--- src/rtl/dzcpu_useq_pkg.sv ---
`default_nettype none
// +----------------------------------------------------------------------+
// | dzcpu_useq_pkg: shared constants for the dzcpu microcode sequencer   |
// | Rev 1.0                                                              |
// +----------------------------------------------------------------------+
package dzcpu_useq_pkg;

  localparam int c_flow_msb = 12;
  localparam int c_flow_lsb = 9;
  localparam int c_op_msb   = 8;
  localparam int c_op_lsb   = 4;
  localparam int c_opnd_msb = 3;
  localparam int c_opnd_lsb = 0;

  // Flow-control codes held in the top nibble of each ROM word; 10-15 act as OP.
  localparam logic [3:0] c_flow_op           = 4'd0;
  localparam logic [3:0] c_flow_inc          = 4'd1;
  localparam logic [3:0] c_flow_eof          = 4'd2;
  localparam logic [3:0] c_flow_inc_eof      = 4'd3;
  localparam logic [3:0] c_flow_eof_fu       = 4'd4;
  localparam logic [3:0] c_flow_inc_eof_fu   = 4'd5;
  localparam logic [3:0] c_flow_inc_eof_z    = 4'd6;
  localparam logic [3:0] c_flow_inc_eof_nz   = 4'd7;
  localparam logic [3:0] c_flow_update_flags = 4'd8;
  localparam logic [3:0] c_flow_nop          = 4'd9;

  localparam logic [4:0] c_op_jcb = 5'h1f;

  localparam logic [1:0] c_st_fetch    = 2'd0;
  localparam logic [1:0] c_st_decode   = 2'd1;
  localparam logic [1:0] c_st_cbdecode = 2'd2;
  localparam logic [1:0] c_st_exec     = 2'd3;

  function automatic logic flow_pc_inc(input logic [3:0] flow);
    return (flow == c_flow_inc) || (flow == c_flow_inc_eof) ||
           (flow == c_flow_inc_eof_fu) || (flow == c_flow_inc_eof_z) ||
           (flow == c_flow_inc_eof_nz);
  endfunction

  function automatic logic flow_upd_flags(input logic [3:0] flow);
    return (flow == c_flow_eof_fu) || (flow == c_flow_inc_eof_fu) ||
           (flow == c_flow_update_flags);
  endfunction

endpackage
`default_nettype wire

--- src/rtl/dzcpu_useq.sv ---
`default_nettype none
// +----------------------------------------------------------------------+
// | dzcpu_useq: opcode fetch, flow-LUT decode and micro-PC sequencing    |
// | Rev 1.0                                                              |
// +----------------------------------------------------------------------+
module dzcpu_useq
  import dzcpu_useq_pkg::*;
(
  input  logic        iClock,
  input  logic        iReset,
  input  logic [7:0]  iMop,
  input  logic        iMemReady,
  input  logic        iZeroFlag,
  input  logic [7:0]  iFlowIdx,
  input  logic [7:0]  iCbFlowIdx,
  input  logic [12:0] iUop,
  output logic [7:0]  oLutMop,
  output logic [7:0]  oUopAddr,
  output logic        oUopValid,
  output logic [4:0]  oOp,
  output logic [3:0]  oOperand,
  output logic        oPcInc,
  output logic        oUpdateFlags,
  output logic        oEof,
  output logic        oCbMode
);

  logic [1:0] r_state, w_state_nxt;
  logic [7:0] r_upc, w_upc_nxt;
  logic [7:0] r_ir, w_ir_nxt;
  logic       r_cbmode, w_cbmode_nxt;

  logic [3:0] w_flow;
  logic [4:0] w_op;
  logic [3:0] w_operand;
  logic       w_term;
  logic       w_cond;

  assign w_flow    = iUop[c_flow_msb:c_flow_lsb];
  assign w_op      = iUop[c_op_msb:c_op_lsb];
  assign w_operand = iUop[c_opnd_msb:c_opnd_lsb];

  always_ff @(posedge iClock) begin
    if (iReset) begin
      r_state  <= c_st_fetch;
      r_upc    <= 8'h00;
      r_ir     <= 8'h00;
      r_cbmode <= 1'b0;
    end else begin
      r_state  <= w_state_nxt;
      r_upc    <= w_upc_nxt;
      r_ir     <= w_ir_nxt;
      r_cbmode <= w_cbmode_nxt;
    end
  end

  always_comb begin
    w_state_nxt  = r_state;
    w_upc_nxt    = r_upc;
    w_ir_nxt     = r_ir;
    w_cbmode_nxt = r_cbmode;
    if (iMemReady) begin
      case (r_state)
        c_st_fetch: begin
          w_ir_nxt     = iMop;
          w_cbmode_nxt = 1'b0;
          w_state_nxt  = c_st_decode;
        end
        // Shared by both decode paths; cbmode picks which LUT supplies the start.
        c_st_decode: begin
          w_upc_nxt   = r_cbmode ? iCbFlowIdx : iFlowIdx;
          w_state_nxt = c_st_exec;
        end
        c_st_cbdecode: begin
          w_ir_nxt     = iMop;
          w_cbmode_nxt = 1'b1;
          w_state_nxt  = c_st_decode;
        end
        c_st_exec: begin
          if (w_term) begin
            w_upc_nxt   = 8'h00;
            w_state_nxt = c_st_fetch;
          end else if (w_op == c_op_jcb) begin
            w_state_nxt = c_st_cbdecode;
          end else begin
            w_upc_nxt = r_upc + 8'd1;
          end
        end
        default: w_state_nxt = c_st_fetch;
      endcase
    end
  end

  always_comb begin
    oUopValid    = 1'b0;
    oPcInc       = 1'b0;
    oUpdateFlags = 1'b0;
    oEof         = 1'b0;
    oOp          = 5'd0;
    oOperand     = 4'd0;
    w_term       = 1'b0;
    w_cond       = (w_flow == c_flow_inc_eof_z) || (w_flow == c_flow_inc_eof_nz);
    if (r_state == c_st_exec) begin
      oOp      = w_op;
      oOperand = w_operand;
      case (w_flow)
        c_flow_eof, c_flow_inc_eof, c_flow_eof_fu, c_flow_inc_eof_fu: w_term = 1'b1;
        c_flow_inc_eof_z:  w_term = iZeroFlag;
        c_flow_inc_eof_nz: w_term = ~iZeroFlag;
        default:           w_term = 1'b0;
      endcase
      // A taken conditional exit only retires the instruction; its uop is not executed.
      if (iMemReady) begin
        oUopValid    = ~(w_term & w_cond);
        oPcInc       = flow_pc_inc(w_flow);
        oUpdateFlags = flow_upd_flags(w_flow);
        oEof         = w_term;
      end
    end
  end

  assign oLutMop  = r_ir;
  assign oUopAddr = r_upc;
  assign oCbMode  = r_cbmode;

endmodule
`default_nettype wire

--- config.mk ---
export PLATFORM = sky130hd
export DESIGN_NAME = dzcpu_useq
export DESIGN_NICKNAME = d
export VERILOG_FILES = /design/src/rtl/dzcpu_useq_pkg.sv /design/src/rtl/dzcpu_useq.sv
export SDC_FILE = /design/constraint.sdc
export NUM_CORES = 1
export LEC_CHECK = 0
export CORE_AREA = 2 2 63 65
export CTS_CLUSTER_DIAMETER = 100
export DETAILED_ROUTE_END_ITERATION = 10
export DIE_AREA = 0 0 65 67
export PLACE_DENSITY = 0.7
export SYNTH_ARGS = -nofsm -noshare
export SYNTH_HDL_FRONTEND = slang
export SYNTH_SLANG_ARGS = --single-unit
--- constraint.sdc ---
create_clock -name iClock -period 1.5 [get_ports iClock]
set_clock_uncertainty 0.05 [all_clocks]
set_input_delay 0.3 -clock iClock [delete_from_list [all_inputs] [get_ports iClock]]
set_output_delay 0.3 -clock iClock [all_outputs]
set_load 0.05 [all_outputs]
==> summary by stage <==
Yosys
The net count after synthesis is 194. The flop and latch count out of synthesis is 19. The unique cell type count in the Yosys netlist is 40. The Yosys step of the flow raised 0 warnings.

For this run, the register share of the synthesized area comes to 31.7%. After technology mapping, the gate count stands at 152. The average cell area after synthesis is 7.90 um2. The synthesized netlist occupies a cell area of 1200 um2.

GRT
The total overflow reported by the global router is 0. The global-route usage over all layers is 20.6%. The via count of the first global-routing pass came to 1491. The initial antenna violation count is 0. The first global-routing pass estimated 6870 um of wire. The pin count of the biggest net entering global routing is 15.

Layout
At the end of the flow, the number of nets in the layout was 287. At the end of the flow the core is filled with cells to 74.4%. The fraction of layout instances using a drive strength above 1 is 48.4%.

The final non-filler cell area is 2680 um2. The area growth from synthesis to layout is 123%. The number of antenna diodes in the final layout is 0. After filler insertion, the fill cell instance count of the layout stands at 251.

STA
The highest clock rate is 640 MHz. Headroom to the max-slew limit came out at 72.8%. Summed over all failing endpoints, the final setup total negative slack is -0.264 ns. Once routing completed, OpenROAD measured the worst setup slack at -0.0621 ns. The final critical path takes up 104% of the cycle.

The number of hold violations in the final report is 0. Setup violations remaining at the end of the flow were counted as 15. For the pin with the worst max-slew slack, the measured transition is 0.398 ns. The number of pins with negative max-slew slack in the final report was 0. The worst path in the final design needs a cycle of 1.56 ns, including I/O delays and setup. Setup repair after global routing could not meet its margin everywhere.

Clocking
The clock tree from TritonCTS is yes. The number of buffers added by the clock tree synthesis step is 3. The number of sinks driven by the clock tree is 19. Counting along the longest clock path gives a buffer depth of 2. The root buffer cell chosen for the clock tree is sky130_fd_sc_hd__clkbuf_8.

The H-tree depth is 1. The clock reaches the later pin of the worst-skew pair after 0.25 ns. Buffers inserted to repair hold after CTS numbered 0. The clock transition at the registers of the reported paths is 0.07 ns.

Pwr
The leakage dissipation is 1.03 nW. The power share of the combinational group is 38.9%. The analysis attributes to net switching a power of 0.000488 W. The power per cell area is 565 nW/um2.

Net switching is 32.1% of the power. The portion of total power attributed to sequential cells is 37.6%. Across the VDD grid, the largest voltage drop is 0.324 mV. The design internal power is 0.00103 W. Total power for the finished layout comes to 0.00152 W. The clock share of power is 23.5%.

Critical path
The critical path is of the flip-flop to output port type. Traced cell by cell, the critical path runs through and2_4 > nand2_8 > nor3_4 > buf_12. The biggest fanout along the worst timing path is 5.

The worst setup path is launched from a flip-flop. The number of buffers and inverters on the critical path is 1. In this design, the stage delay of the slowest critical-path cell is 0.35 ns. The arrival time of the worst setup path is 1.21 ns. The family of cells with the greatest summed delay on the critical path is simple AND/OR/NAND/NOR gates.

At the worst endpoint, the required time is 1.15 ns. The worst setup path is captured at an output port. The slowest stage cell on the critical path is sky130_fd_sc_hd__dfxtp_2.

Routing
After detailed routing, the number of remaining DRC violations is 0. The via count of the routed design is 1475. The post-detailed-route via-to-cell ratio is 5.05. The initial detailed-routing violation count is 167. In the final routed layout, each cell accounts on average for 15.6 um. The final wirelength is 4560 um.

The first detailed-routing pass ran for 4 iterations. The count of nets left with antenna violations once routing finished came out at 0.

Worst hold path
The path class of the tightest hold or removal check is flip-flop to flip-flop.

Placement
At the end of routability-driven placement, the weighted congestion stood at 0.905. The placement-stage cell area is 2460 um2. The estimated wirelength of the detail-placed design is 3390 um.

In this run the tool buffered the top-level ports with 70 buffer cells.

Floorplan
The core area is 3610 um2. The die covers 4360 um2. The floorplan step set the die height to 67 um. 71 I/O pins were placed.

The initialized floorplan defines 22 standard-cell rows. The die is 65 um wide. The initial utilization of the core area, before any placement, comes to 33.3%.

Job
The number of max-capacitance violations reported is 0.

Status
The final reports fail on negative setup slack. The run finished, with violations left.
-- placed cells by master, fill, tap and decap left out, types with 3 or more instances in the layout --
master and n:
sky130_fd_sc_hd__a211oi_1 3, sky130_fd_sc_hd__a21oi_1 15, sky130_fd_sc_hd__and3_4 11, sky130_fd_sc_hd__buf_12 30, sky130_fd_sc_hd__buf_4 22, sky130_fd_sc_hd__buf_6 7, sky130_fd_sc_hd__clkbuf_8 3, sky130_fd_sc_hd__clkdlybuf4s50_1 31
sky130_fd_sc_hd__dfxtp_1 10, sky130_fd_sc_hd__dfxtp_2 6, sky130_fd_sc_hd__dfxtp_4 3, sky130_fd_sc_hd__dlygate4sd2_1 4, sky130_fd_sc_hd__mux2_2 6, sky130_fd_sc_hd__nand2_1 26, sky130_fd_sc_hd__nand3_1 3, sky130_fd_sc_hd__nand4_1 3
sky130_fd_sc_hd__nor2_1 5, sky130_fd_sc_hd__nor2_2 4, sky130_fd_sc_hd__nor3_1 3, sky130_fd_sc_hd__xnor2_1 3
-- area by class of cell --
| cell class | count | area [um2] | area share, % |
|---|---|---|---|
| timing repair buffer | 98 | 1210 | 45.1 |
| multi-input combinational | 121 | 961 | 35.8 |
| clock inverter | 1 | 5.00 | 0.186 |
| sequential | 19 | 399 | 14.9 |
| clock buffer | 3 | 41.3 | 1.54 |
| tap | 48 | 60.1 | 2.24 |
| inverter | 2 | 7.51 | 0.280 |
-- cell usage after synthesis (all sizes together) --
cell type	instances	area share (%)
a2111oi	3	4.3
a211oi	3	1.9
a21o	1	0.63
a21oi	16	7.6
a221oi	2	1.5
a22oi	2	1.2
a31oi	1	0.52
and2	2	1.0
and3	11	5.7
and4	1	0.73
buf	3	1.8
clkbuf	7	2.2
dfxtp	19	32
ha	1	1.0
inv	2	0.63
mux2	6	5.6
mux2i	2	1.7
nand2	29	9.3
nand2b	1	0.52
nand3	3	1.2
nand4	3	1.6
nor2	11	3.6
nor2b	2	1.0
nor3	5	2.1
nor3b	2	1.2
o2111ai	1	0.73
o21ai	4	1.7
o21ba	1	0.83
o22ai	2	1.6
o31ai	1	0.63
xnor2	3	2.2
xor2	2	2.1
-- metal layers --
layer	global-route usage, %	routed length (um)	vias up
met2	38.8	2510	48
met1	23.8	1760	695
li1	-	-	728
met5	0	0	-
met3	3.72	239	4
met4	5.05	51	0
-- tightest hold or removal path: stages (launching register included) --
cell	delay [ns]
sky130_fd_sc_hd__dfxtp_1	0.34
sky130_fd_sc_hd__nand2_1	0.06
sky130_fd_sc_hd__a21oi_1	0.05
-- cells by family (layout without fill, tap and decap cells) --
| logic type | count (synthesis) | in the layout | synth area share (%) |
|---|---|---|---|
| simple gates | 70 | 70 | 28.1 |
| flops | 19 | 19 | 31.7 |
| mux | 8 | 8 | 7.29 |
| buf+inv | 12 | 104 | 4.58 |
| fa+ha+maj | 1 | 1 | 1.04 |
| compound gates | 37 | 37 | 23.0 |
| xor+xnor | 5 | 5 | 4.27 |
-- registers in the layout, summed over array words and instances (netlist names) --
signal,count
oUopAddr,8
oCbMode,1
oLutMop,8
r_state,2
-- what timing repair did --
| action | 4_1_cts | 5_1_grt |
|---|---|---|
| endpoints found under the setup margin | 23 | 20 |
| hold endpoints to repair | 0 | 0 |
| gates resized for setup | 43 | 22 |
| buffers inserted | 4 | 3 |
| pin swaps | 10 | 11 |
-- power groups by stage --
stage          combinational, W  sequential (W)  clock, W
6_report               0.000590        0.000570  0.000357
5_1_grt                0.000622        0.000573  0.000379
4_1_cts                0.000569        0.000569  0.000363
3_5_place_dp           0.000540        0.000580         0
3_3_place_gp           0.000529        0.000578         0
2_1_floorplan          0.000167        0.000647         0
-- through the flow --
stage	cells	setup WS (ns)	hold slack [ns]
after floorplan	152	-0.0503	0.353
after global placement	282	-0.420	0.432
after detailed placement	282	-0.532	0.440
after CTS	290	-0.110	0.447
after global routing	292	-0.0939	0.471
final	292	-0.0621	0.448
-- worst paths after layout --
path	from	to	slack [ns]	cells after the start
max reg2reg	r_state[0]	oUopAddr[2]	-0.04	7
min reg2reg	oLutMop[5]	oLutMop[5]	0.45	2
min	oLutMop[5]	oLutMop[5]	0.45	2
max	r_state[0]	oPcInc	-0.06	4
Power figures use the tool's default switching activity.
==> variant 1: new RTL, same flow settings <==
Take the reset off `r_ir` and load it in a clocked block of its own.
--- a/src/rtl/dzcpu_useq.sv
+++ b/src/rtl/dzcpu_useq.sv
@@ -44,14 +44,16 @@
     if (iReset) begin
       r_state  <= c_st_fetch;
       r_upc    <= 8'h00;
-      r_ir     <= 8'h00;
       r_cbmode <= 1'b0;
     end else begin
       r_state  <= w_state_nxt;
       r_upc    <= w_upc_nxt;
-      r_ir     <= w_ir_nxt;
       r_cbmode <= w_cbmode_nxt;
     end
+  end
+
+  always_ff @(posedge iClock) begin
+    r_ir <= w_ir_nxt;
   end
 
   always_comb begin
Behaviour: not the same (Yosys sat finds a counterexample within 4 cycles, from zero or initial values and one cycle with iReset high).
==> variant 1 against the original RTL <==
Routed wire length fell by 5.8%; the run still ends with negative setup slack left; sequential power grew 6.3%; setup slack worse by 0.0019 ns; synthesized area shrank 2.4%; power grew 0.75%; sequential cell count stayed put; highest routed layer unchanged; critical path type unchanged; cell area grew 0.51%; largest cell class unchanged.
==> variant 1: results (changes against the original RTL) <==
[synth]
synthCells = 122  ; was 152
synth_fa_ha_area_share_pct = 1.07  ; was 1.04%
ys_top_cells_by_area = edfxtp_1 (20%), dfxtp_1 (19%), and3_1 (5.9%)  ; was dfxtp_1 (32%), nand2_1 (8.8%), a21oi_1 (6.3%)
yosys_warnings = 0  ; unchanged
seq_area_frac_synth_pct = 39.3  ; was 31.7%
synthArstFlopShare_pct = 0  ; unchanged
synthDistinctLibCells = 40  ; unchanged
synth_common_cells = and3_1 (11), dfxtp_1 (11), nor2_1 (11), nand2_1 (10), edfxtp_1 (8)  ; was nand2_1 (28), dfxtp_1 (19), a21oi_1 (15), and3_1 (11), nor2_1 (10)
syn_nets = 164  ; was 194
synth_compound_area_share_pct = 20.4  ; was 23.0%
synthMuxAreaShare_pct = 8.32  ; was 7.29%
synth_xor_area_share_pct = 4.38  ; was 4.27%
synth_edf_count = 8  ; was 0
ys.flop_type = dfxtp_1  ; unchanged

[route]
post_drt_wl_per_cell_um = 16.1  ; was 15.6 µm
viasPerCell = 5.07  ; was 5.05
drt-initial-drc-count = 52  ; was 167
vias = 1348  ; was 1475
drt_pre_antenna_iters = 4  ; unchanged

[finish]
nFillCells = 231  ; was 251
antenna_cells = 0  ; unchanged
drive_gt1_share_pct = 55.5  ; was 48.4%
nets = 261  ; was 287

[power_and_ir_drop]
p_leak_nw = 1.03  ; about the same
power.internal_mw = 1.06  ; was 1.03 mW
peakVddDrop_mv = 0.297  ; was 0.324 mV

[placement]
io_buffer_count = 70  ; unchanged
place_area_um2 = 2430  ; was 2460 µm²
dp.cells = 254  ; was 282
dp_hpwl_um = 3200  ; was 3390 µm
dp_slack_ns = -0.572  ; was -0.532 ns
gp_congestion = 0.836  ; was 0.905

[cts]
clockBufferDepth = 2  ; unchanged
clkSlewWorstSetupHoldPaths_ns = 0.07  ; about the same
cts_max_level = 1  ; unchanged
insertion_delay_ns = 0.25  ; about the same
cts_root_buf = clkbuf_8  ; unchanged
cts_inserted_buffers = 3  ; unchanged

[min_path]
holdCritPathClass = reg -> reg  ; unchanged

[critical_path]
arrival_ns = 1.21  ; about the same
crit_fanout = 4  ; was 5

[global_routing]
grt_use_total_pct = 21.2  ; was 20.6%
grt_pass1_wl_um = 7050  ; was 6870 µm
grt_pass1_vias = 1462  ; was 1491
grt_max_degree = 14  ; was 15
antenna_found_initial = 0  ; unchanged

[sta]
relSlewSlack_pct = 78.9  ; was 72.8%
setup_ws_ns = -0.0640  ; was -0.0621 ns
setup_viol = 13  ; was 15

[outcome]
violations = negative setup slack  ; unchanged
outcome = finished with violations  ; unchanged

## variant 1: metal layers
metal  part of all wire [%]  wire length, µm  GRT usage [%]  vias up
met5                      0                0              0        -
met2                     52             2250           38.5       54
met4                    1.8               78           7.71        0
met3                    5.8              248           3.72        6
met1                     40             1720           24.9      638
li1                       -                -              -      650
## variant 1: final cells by class
class	count	area [µm²]	area share, %
multi-input cells	95	866	32.1
inverters	2	7.51	0.278
clock buffers	4	45.0	1.67
well taps	48	60.1	2.23
flip-flops and latches	19	479	17.8
repair buffers	98	1240	46.0
## variant 1: worst max-delay path: stages, from the launching register on
cell,delay [ns]
dfxtp_2,0.35
and2_4,0.18
nand2_8,0.08
buf_12,0.13
nor2_4,0.09
buf_12,0.14
## variant 1: per-stage QoR
stage / power, mW / TNS [ns]
after floorplan: 0.826 / 0
after global placement: 1.12 / -6.23
after detailed placement: 1.13 / -7.47
after CTS: 1.51 / -0.530
after global routing: 1.59 / -1.55
final: 1.53 / -0.569
## variant 1: timing repair
item	4_1_cts	5_1_grt
resized for setup	47	15
pin swaps	13	5
setup endpoints to repair	23	21
cloned	0	0
buffers inserted	7	1
## variant 1: power groups by stage
stage,Combinational [mW],Clock (mW),Sequential (mW)
6_report,0.569,0.354,0.606
5_1_grt,0.599,0.380,0.610
3_5_place_dp,0.517,0,0.616
4_1_cts,0.554,0.352,0.604
3_3_place_gp,0.503,0,0.614
2_1_floorplan,0.144,0,0.683
## variant 1: worst paths after layout
check	from	cells after the start	endpoint	slack (ns)
hold / removal	oUopAddr[5]$_SDFFE_PP0P_	2	oUopAddr[5]$_SDFFE_PP0P_	0.48
setup / recovery	r_state[0]$_SDFFE_PP0P_	5	oEof	-0.06
hold reg to reg	oUopAddr[5]$_SDFFE_PP0P_	2	oUopAddr[5]$_SDFFE_PP0P_	0.48
setup reg to reg	r_state[1]$_SDFFE_PP0P_	6	oUopAddr[3]$_SDFFE_PP0P_	-0.04
## variant 1: cell families after synthesis
kind of cell,after synthesis
simple gates,52
compound gates,28
flops,19
mux,9
buf+inv,8
xor+xnor,5
fa+ha+maj,1
==> variant 2: new RTL, same flow settings <==
Made on the original files. Reset style: asynchronous (`iReset`), changed in one clocked block.
--- a/src/rtl/dzcpu_useq.sv
+++ b/src/rtl/dzcpu_useq.sv
@@ -40,7 +40,7 @@
   assign w_op      = iUop[c_op_msb:c_op_lsb];
   assign w_operand = iUop[c_opnd_msb:c_opnd_lsb];
 
-  always_ff @(posedge iClock) begin
+  always_ff @(posedge iClock or posedge iReset) begin
     if (iReset) begin
       r_state  <= c_st_fetch;
       r_upc    <= 8'h00;
Formal check against the unedited RTL: differs if iReset is asserted again (counterexample within 4 cycles, from zero or initial values and one cycle with iReset high); with iReset held inactive, the same outputs for 10 cycles.
==> variant 2 against the original RTL <==
The run still ends with negative setup slack left; final cell count decreased by 4.5%; setup slack got worse by 0.088 ns; synthesized area unchanged; via count decreased by 1.6%; synthesized cell count decreased by 21%; routed wire length increased by 6.3%; cell area increased by 5.9%; non-clock buffer count increased by 16; sequential cell count unchanged; critical path type is now reg -> reg.
Power is not compared: it rests on default switching activity, and its combinational part moved more than twofold at a synthesized area within 25%.
==> variant 2: results (changes against the original RTL) <==
[outcome]
outcome = finished with violations  ; unchanged
violations = negative setup slack  ; unchanged

[critical_path]
path_delay_family = compound AO/OA/AOI/OAI gates  ; was simple AND/OR/NAND/NOR gates
setup.worst_path.start = r_state[1]$_DFFE_PP0P_  ; was r_state[0]$_SDFFE_PP0P_
ff2ff_path_depth = 5  ; was 7
arrival_ns = 1.72  ; was 1.21 ns
cpMaxStageDelayCell = dfrtp_2  ; was dfxtp_2
worstSetupPathType = reg -> reg  ; was reg -> out

[synth]
ys_top_cells_by_area = dfrtp_1 (40%), mux2_2 (8.4%), mux2i_1 (6.7%)  ; was dfxtp_1 (32%), nand2_1 (8.8%), a21oi_1 (6.3%)
synth_compound_area_share_pct = 19.7  ; was 23.0%
synthMuxAreaShare_pct = 17.6  ; was 7.29%
seq_area_frac_synth_pct = 39.6  ; was 31.7%
synth_common_cells = dfrtp_1 (19), inv_1 (11), and3_1 (9), mux2_2 (9), mux2i_1 (8)  ; was nand2_1 (28), dfxtp_1 (19), a21oi_1 (15), and3_1 (11), nor2_1 (10)
synthArstFlopShare_pct = 100  ; was 0%
syn_nets = 162  ; was 194

[sta]
fin_setup_tns_ns = -1.55  ; was -0.264 ns
relSlewSlack_pct = 78.4  ; was 72.8%
whs_ns = 0.316  ; was 0.448 ns
setup_viol = 21  ; was 15
setup_ws_ns = -0.150  ; was -0.0621 ns

[global_routing]
grt_util_met1_pct = 25.0  ; was 23.8%
grt_pass1_vias = 1559  ; was 1491
grtUsageMet3_pct = 5.07  ; was 3.72%
grtUsageMet2_pct = 42.9  ; was 38.8%
grt_pass1_wl_um = 7590  ; was 6870 µm

[min_path]
holdCritPathClass = in -> async  ; was reg -> reg

[finish]
nonClkBufAreaFrac_pct = 46.0  ; was 45.1%
n_all_inverters = 11  ; was 2
seq_share_pct = 17.1  ; was 14.9%
signal_buffers = 114  ; was 98
multi_input_gates = 83  ; was 121
multi_input_area_share_pct = 31.7  ; was 35.8%
nFillCells = 217  ; was 251
clk_share_pct = 1.59  ; was 1.72%
drive_gt1_share_pct = 59.3  ; was 48.4%
clock_buffers = 4  ; was 3
fin_cells = 279  ; was 292

[route]
met1_length_um = 1870  ; was 1760 µm
wl_met2_um = 2610  ; was 2510 µm
wl_met3_um = 237  ; was 239 µm
vias = 1452  ; was 1475

[placement]
dp.cells = 262  ; was 282
dp_hpwl_um = 3360  ; was 3390 µm

variant 2: changes by cell type after synthesis, sizes merged, moves of 3 or more:
cell and change:
a221oi +4, dfrtp +19, mux2 +5, a2111oi -3, inv +9, nor2 -7, o22ai +5, a21oi -14
o32a +5, nand2 -25, a211oi -3, dfxtp -19, mux2i +6
variant 2: power by group through the flow:
stage	clock [mW]	sequential [mW]	combinational [mW]
after CTS	0.353	1.04	3.07
after detailed placement	0	1.04	2.95
after global placement	0	1.02	2.90
after floorplan	0	1.62	0.802
final	0.351	1.04	3.15
after global routing	0.369	1.08	3.27
variant 2: cell families after synthesis:
logic type / Yosys count
compound gates: 31
simple gates: 31
mux: 19
flops: 19
buf+inv: 18
xor+xnor: 1
fa+ha+maj: 1
variant 2: what timing repair did:
action | in CTS | in global routing
buffers inserted | 10 | 4
pin swaps | 18 | 8
cloned | 0 | 1
gates resized for setup | 47 | 12
setup endpoints to repair | 23 | 29
